$ cat src/rtl/immediate_packer.sv
// Packs a two's-complement immediate into the I/S/B/J/U fields of an instruction word.
// The result sits in a one-entry registered output stage, and a saturating counter tracks accepted errors.
module immediate_packer #(
  parameter int ERR_CNT_W = 8
) (
  input  logic                 clk,
  input  logic                 rst_n,
  input  logic                 in_valid,
  output logic                 in_ready,
  input  logic [2:0]           imm_select,
  input  logic [31:0]          imm_value,
  input  logic [31:0]          base_instr,
  output logic                 out_valid,
  input  logic                 out_ready,
  output logic [31:0]          out_instr,
  output logic [1:0]           out_err,
  input  logic                 err_clr,
  output logic [ERR_CNT_W-1:0] err_count
);

  typedef enum logic [2:0] {
    SEL_I = 3'b000,
    SEL_S = 3'b001,
    SEL_J = 3'b010,
    SEL_B = 3'b011,
    SEL_U = 3'b100
  } immSel_e;

  typedef enum logic [1:0] {
    ERR_OK       = 2'b00,
    ERR_RANGE    = 2'b01,
    ERR_MISALIGN = 2'b10,
    ERR_SELECT   = 2'b11
  } errCode_e;

  logic                 accept;
  logic [31:0]          packedInstr;
  logic [1:0]           packedErr;
  logic                 fits12;
  logic                 fits13;
  logic                 fits21;
  logic                 outValidQ;
  logic [31:0]          outInstrQ;
  logic [1:0]           outErrQ;
  logic [ERR_CNT_W-1:0] errCountQ;

  assign in_ready = !outValidQ || out_ready;
  assign accept   = in_valid && in_ready;

  // A value fits in N signed bits when every bit from N-1 upward is a copy of the sign.
  assign fits12 = (&imm_value[31:11]) || !(|imm_value[31:11]);
  assign fits13 = (&imm_value[31:12]) || !(|imm_value[31:12]);
  assign fits21 = (&imm_value[31:20]) || !(|imm_value[31:20]);

  always_comb begin
    // NOTE: every output of this block gets a default first, so no path can infer a latch.
    packedInstr = base_instr;
    packedErr   = ERR_OK;
    case (imm_select)
      SEL_I: begin
        packedInstr[31:20] = imm_value[11:0];
        if (!fits12) packedErr = ERR_RANGE;
      end
      SEL_S: begin
        packedInstr[31:25] = imm_value[11:5];
        packedInstr[11:7]  = imm_value[4:0];
        if (!fits12) packedErr = ERR_RANGE;
      end
      SEL_B: begin
        packedInstr[31]    = imm_value[12];
        packedInstr[30:25] = imm_value[10:5];
        packedInstr[11:8]  = imm_value[4:1];
        packedInstr[7]     = imm_value[11];
        if (imm_value[0])  packedErr = ERR_MISALIGN;
        else if (!fits13)  packedErr = ERR_RANGE;
      end
      SEL_J: begin
        packedInstr[31]    = imm_value[20];
        packedInstr[30:21] = imm_value[10:1];
        packedInstr[20]    = imm_value[11];
        packedInstr[19:12] = imm_value[19:12];
        if (imm_value[0])  packedErr = ERR_MISALIGN;
        else if (!fits21)  packedErr = ERR_RANGE;
      end
      SEL_U: begin
        packedInstr[31:12] = imm_value[31:12];
        if (|imm_value[11:0]) packedErr = ERR_MISALIGN;
      end
      default: packedErr = ERR_SELECT;
    endcase
  end

  // NOTE: state is written with non-blocking assignments so all registers sample the same pre-edge values.
  always_ff @(posedge clk or negedge rst_n) begin
    if (!rst_n) begin
      outValidQ <= 1'b0;
      outInstrQ <= '0;
      outErrQ   <= ERR_OK;
    end else if (accept) begin
      outValidQ <= 1'b1;
      outInstrQ <= packedInstr;
      outErrQ   <= packedErr;
    end else if (out_ready) begin
      outValidQ <= 1'b0;
    end
  end

  // The clear takes priority over a same-cycle counted error.
  always_ff @(posedge clk or negedge rst_n) begin
    if (!rst_n) begin
      errCountQ <= '0;
    end else if (err_clr) begin
      errCountQ <= '0;
    end else if (accept && (packedErr != ERR_OK) && (errCountQ != {ERR_CNT_W{1'b1}})) begin
      errCountQ <= errCountQ + ERR_CNT_W'(1);
    end
  end

  assign out_valid = outValidQ;
  assign out_instr = outInstrQ;
  assign out_err   = outErrQ;
  assign err_count = errCountQ;

endmodule

$ cat config.mk
export PLATFORM = sky130hd
export DESIGN_NAME = immediate_packer
export DESIGN_NICKNAME = d
export VERILOG_FILES = /design/src/rtl/immediate_packer.sv
export SDC_FILE = /design/constraint.sdc
export NUM_CORES = 1
export LEC_CHECK = 0
export ABC_AREA = 1
export BUFFER_PORTS_ARGS = -buffer_cell sky130_fd_sc_hd__buf_2
export CAP_MARGIN = 15
export CORE_ASPECT_RATIO = 0.7
export CORE_MARGIN = 2
export CORE_UTILIZATION = 40
export DETAILED_ROUTE_END_ITERATION = 10
export PLACE_DENSITY = 0.7
export SYNTH_ARGS = -nofsm -noshare
export SYNTH_HDL_FRONTEND = slang
export SYNTH_SLANG_ARGS = --single-unit
export TNS_END_PERCENT = 10
$ cat constraint.sdc
create_clock -name clk -period 3.2 [get_ports clk]
set_input_delay 0.16 -clock clk [delete_from_list [all_inputs] [get_ports clk]]
set_output_delay 0.16 -clock clk [all_outputs]
set_load 0.01 [all_outputs]
==> flow_metrics.tcl, run 1 <==
set metrics [dict create \
    cts.path.max_buffers 2 \
    ys_warn_count 0 \
    ant_nets 0 \
    crit_fanout 9 \
    synth_edf_count 0 \
    rows 24 \
    wl_mm 7.92 \
    rsz0062_at_grt "false" \
    regArea_sq_um 1080 \
    cts.sinks 43 \
    layout_common_cells "buf_2 (115), nand2_1 (102), nor2_1 (64), dfrtp_1 (43), a21oi_1 (29)" \
    cts_resized 0 \
    synthDistinctLibCells 30 \
    clock_latency_ns 0.30 \
    antenna_found_initial 0 \
    chipWidth_um 100 \
    synthCells 363 \
    firstDrtPassIters 4 \
    arrival_ns 1.95 \
    min_path_type "in -> async" \
    syn_to_final_growth_pct 30.3 \
    clk_pin_slew_ns 0.09 \
    htreeDepth 2 \
    leakage_nw 1.79 \
    ys.flop_type "dfrtp_1" \
    setup_viol 0 \
    timing.rr.end "err_count[2]" \
    avgSynthCellArea_sq_um 7.10 \
    final_common_cell "buf_2" \
    fillers 658 \
    track_usage_pct 22.6 \
    tightest_slew_ns 0.966 \
    grt_max_degree 44 \
    p_per_area_nw_per_um2 459 \
    multi_input_area_sq_um 1330 \
    die_h_um 71.2 \
    synth_nets 436 \
    postCtsSetupBuffers 0 \
    outcome "completed" \
    ctsHoldBuffers 0 \
    ios 116 \
    synth-seq-cells 43 \
    final_cells 557 \
    gr-total-overflow 0 \
    setup_tns_ns 0 \
    finClkSkew_ns 0.00619 \
    synth_area_sq_um 2580 \
    start_util_pct 41.5 \
    drc 0 \
    ys_async_sr_fraction_pct 100 \
    drt-initial-drc-count 220 \
    cts_tree "built" \
    grt_first_pass_wirelength_mm 12.6 \
    dieArea_sq_um 7120 \
    slew_violations 0 \
    num-nets-final 551 \
    grt_pass1_vias 2504 \
    seq_area_frac_synth_pct 41.7 \
    portBuffers 115 \
    maxCapViolations 0 \
    rr_worst_depth 9 \
    drt-wirelength-per-cell_um 14.2 \
    period_needed_ns 1.70 \
    path_class "reg -> reg" \
    dp_hpwl_mm 6.12 \
    core_sq_um 6220 \
    drive_gt1_share_pct 32.2 \
    r2r_setup_slack_ns 1.50 \
    clock.fmax_ghz 0.589 \
    num_vias 2815 \
    crit_required_ns 3.45 \
    hold_violations 0 \
    place_inst 549 \
    viasPerCell 5.05 \
    place_congestion 0.879 \
    endpoint_kind "flip-flop" \
    finalCritPeriodShare_pct 53.1 \
    r2r-start "err_count[1]" \
    antenna_cells 0 \
    root_buffer "clkbuf_8" \
    vdd_drop_max_mv 0.211 \
    cts_buffers 5 \
    max-slew-margin-rel_pct 35.6 \
    startpoint_type "flip-flop" \
]
-- per-stage QoR --
step	worst slack (ns)	instance area [sq um]	hold slack [ns]	power [mW]	util, %
final	1.50	3360	0.00284	1.54	54.0
after floorplan	1.68	2580	-0.136	0.856	-
after detailed placement	1.44	3230	0.359	1.05	51.9
after global routing	1.33	3360	0.0434	1.63	54.0
after global placement	1.56	3230	0.354	1.04	51.9
after CTS	1.49	3360	0.0379	1.56	54.0
-- critical path: stages, from the launching register on --
cell	delay [ns]
dfrtp_1	0.41
ha_1	0.19
nand2_1	0.07
inv_2	0.07
nand2_2	0.06
nor3b_2	0.29
nand3_4	0.20
nand3_4	0.18
nand3_1	0.09
nand2_1	0.09
-- how the worst max path moves through the flow --
stage / start / end / slack [ns] / cells after the start
6_report: err_count[1] / err_count[2] / 1.50 / 9
3_5_place_dp: imm_select[2] / err_count[2] / 1.44 / 10
3_3_place_gp: imm_select[2] / err_count[2] / 1.56 / 9
2_1_floorplan: err_count[0] / err_count[6] / 1.68 / 9
5_1_grt: err_count[0] / err_count[2] / 1.33 / 9
4_1_cts: err_count[0] / err_count[2] / 1.49 / 9
-- where the power goes --
group | internal, mW | switching [mW]
clock network | 0.312 | 0.195
logic | 0.148 | 0.233
registers | 0.615 | 0.0400
-- registers in the layout, summed over array words and instances (netlist names) --
register	flops
out_err	2
out_valid	1
out_instr	32
err_count	8
-- Yosys cell counts (5+ instances only) --
| master | count | area share, % |
|---|---|---|
| nand3_1 | 17 | 3.3 |
| a221oi_1 | 6 | 2.0 |
| nor2_1 | 64 | 9.3 |
| buf_2 | 5 | 0.97 |
| nor2_2 | 5 | 1.2 |
| inv_2 | 9 | 1.3 |
| a21oi_1 | 29 | 5.6 |
| inv_1 | 24 | 3.5 |
| dfrtp_1 | 43 | 42 |
| nand4_1 | 9 | 2.2 |
| o21ai_0 | 10 | 1.9 |
| nand2_1 | 102 | 15 |
| nand2_2 | 7 | 1.7 |
-- cell type report --
cell class	count	area share, %
flip-flops and latches	43	32.0
clock buffers	6	2.16
multi-input cells	277	39.7
well taps	78	2.91
repair buffers	117	17.6
clock inverters	2	1.79
inverters	34	3.87
-- routing by layer --
layer | GRT usage (%) | wire (um) | vias to the layer above | part of all wire (%)
met5 | 0 | 0 | - | 0
met4 | 5.02 | 65 | 0 | 0.82
met3 | 5.93 | 789 | 5 | 10
met2 | 32.1 | 3250 | 125 | 41
met1 | 34.4 | 3810 | 1279 | 48
li1 | - | - | 1406 | -
-- cells by family (layout without fill, tap and decap cells) --
group | count (synthesis) | after routing | synth area share [%]
AO/OA/AOI/OAI | 59 | 59 | 13.1
AND/OR/NAND/NOR | 212 | 212 | 36.4
flip-flops | 43 | 43 | 41.7
buffers and inverters | 43 | 159 | 6.60
adder cells (fa/ha/maj) | 1 | 1 | 0.485
XOR/XNOR | 5 | 5 | 1.70
Note: power is estimated with default switching activity, not from simulation.
==> inputs of run 2 (changes only) <==
--- a/config.mk
+++ b/config.mk
@@ -12,7 +12,7 @@
 export CORE_MARGIN = 2
 export CORE_UTILIZATION = 40
 export DETAILED_ROUTE_END_ITERATION = 10
-export PLACE_DENSITY = 0.7
+export PLACE_DENSITY = 0.72
 export SYNTH_ARGS = -nofsm -noshare
 export SYNTH_HDL_FRONTEND = slang
 export SYNTH_SLANG_ARGS = --single-unit
==> constraint.sdc (replaced) <==
create_clock -name clk -period 1.54 [get_ports clk]
set_input_delay 0.077 -clock clk [delete_from_list [all_inputs] [get_ports clk]]
set_output_delay 0.077 -clock clk [all_outputs]
set_load 0.01 [all_outputs]
==> run 2 against run 1 <==
  * The run now ends with negative setup slack left
  * Clock-buffer cell count unchanged
  * Critical path depth unchanged
  * Global-route usage increased by 0.35 points
  * Fmax increased by 10%
==> flow_metrics.tcl, run 2 (synthesis gave the netlist of run 1 again) <==
set metrics [dict create \
    firstDrtPassIters 5 \
    wl_mm 7.98 \
    clock_latency_ns 0.29 \
    viasPerCell 5.07 \
    clk_pin_slew_ns 0.08 \
    leakage_nw 1.88 \
    path_class "reg -> reg" \
    period_needed_ns 1.55 \
    core_sq_um 6220 \
    maxCapViolations 0 \
    root_buffer "clkbuf_8" \
    grt_first_pass_wirelength_mm 13.1 \
    layout_common_cells "buf_2 (115), nand2_1 (102), nor2_1 (64), dfrtp_1 (43), a21oi_1 (29)" \
    num_vias 2903 \
    arrival_ns 1.78 \
    slew_violations 0 \
    min_path_type "in -> reg" \
    grt_max_degree 25 \
    ios 116 \
    worst_slack_ns -0.00509 \
    drt-wirelength-per-cell_um 13.9 \
    num-nets-final 568 \
    gr-total-overflow 0 \
    hold_violations 0 \
    place_congestion 0.862 \
    max-slew-margin-rel_pct 68.7 \
    antenna_cells 0 \
    outcome "finished, violations left" \
    vdd_drop_max_mv 0.441 \
    power_mw 3.07 \
    drc 0 \
    finClkSkew_ns 0.00468 \
    tightest_slew_ns 0.470 \
    pre_cts_ws_ns -0.0406 \
    startpoint_type "flip-flop" \
    endpoint_kind "flip-flop" \
    grt_pass1_vias 2761 \
    start_util_pct 41.5 \
    finalCritPeriodShare_pct 100 \
    dp_hpwl_mm 6.31 \
    cts.sinks 43 \
    cts.path.max_buffers 2 \
    cts_buffers 5 \
    clock.fmax_ghz 0.647 \
    setup_viol 2 \
    portBuffers 115 \
    chipWidth_um 100 \
    rows 24 \
    p_per_area_nw_per_um2 876 \
    final_common_cell "buf_2" \
    r2r_setup_slack_ns -0.005 \
    failed_checks "negative setup slack" \
    track_usage_pct 22.9 \
    syn_to_final_growth_pct 36.0 \
    crit_required_ns 1.77 \
    crit_fanout 9 \
    cts_tree "built" \
    rsz0062_at_grt "true" \
    drt-initial-drc-count 172 \
    htreeDepth 2 \
    ant_nets 0 \
    largest_reg_flops 32 \
    antenna_found_initial 0 \
    die_h_um 71.2 \
    place_inst 558 \
    dieArea_sq_um 7120 \
    drive_gt1_share_pct 33.3 \
    final_cells 573 \
]
[run 2: metal layers]
metal	wire (um)	global-route usage [%]	share of wire, %
met5	0	0	0
met4	17	3.04	0.21
met3	658	5.73	8.3
met2	3400	36.1	43
met1	3900	33.0	49
[run 2: final timing paths]
kind | startpoint | to | cells after the start
worst max-delay path | err_count[1] | err_count[1] | 9
worst min-delay path | base_instr[19] | out_instr[19] | 3
worst max register to register | err_count[1] | err_count[1] | 9
worst min register to register | out_instr[2] | out_instr[2] | 2
max in group asynchronous | rst_n | out_instr[17] | 3
min in group asynchronous | rst_n | err_count[2] | 2
[run 2: layout make-up]
cell class | instances | area (sq um)
clock buffer | 6 | 72.6
clock inverter | 1 | 30.0
fill | 611 | 2710
inverter | 34 | 130
multi-input combinational | 277 | 1350
sequential | 43 | 1080
tap | 78 | 97.6
timing repair buffer | 134 | 751
[run 2: metrics by stage]
step                hold slack (ns)  utilization (%)   TNS, ns  instance area (sq um)
finish                       0.0196             56.4  -0.00744                   3510
global route                 0.0218             56.4     -1.27                   3510
CTS                          0.0133             56.2         0                   3500
detailed placement           0.0649             53.2    -0.239                   3310
global placement             0.0637             53.2         0                   3310
floorplan                    -0.219                -         0                   2580
[run 2: critical path, stage by stage (launching register included)]
cell,delay [ns]
dfrtp_1,0.36
ha_2,0.18
nand2_1,0.06
inv_2,0.06
nand2_2,0.07
nor3b_4,0.26
nand3_4,0.18
nand3_4,0.15
nand3_1,0.09
nand2_1,0.08
[run 2: power breakdown]
group / total, mW / switching [mW] / internal, mW
combinational: 0.837 / 0.491 / 0.347
sequential: 1.36 / 0.0823 / 1.28
clock: 0.873 / 0.396 / 0.476
[run 2: what timing repair did]
| action | CTS | global route |
|---|---|---|
| setup buffers | 0 | 0 |
| endpoints found under the setup margin | 8 | 12 |
| pin swaps | 1 | 1 |
| endpoints found under the hold margin | 26 | 0 |
| resized for setup | 1 | 3 |
| cloned | 0 | 0 |
| hold buffers | 8 | 0 |
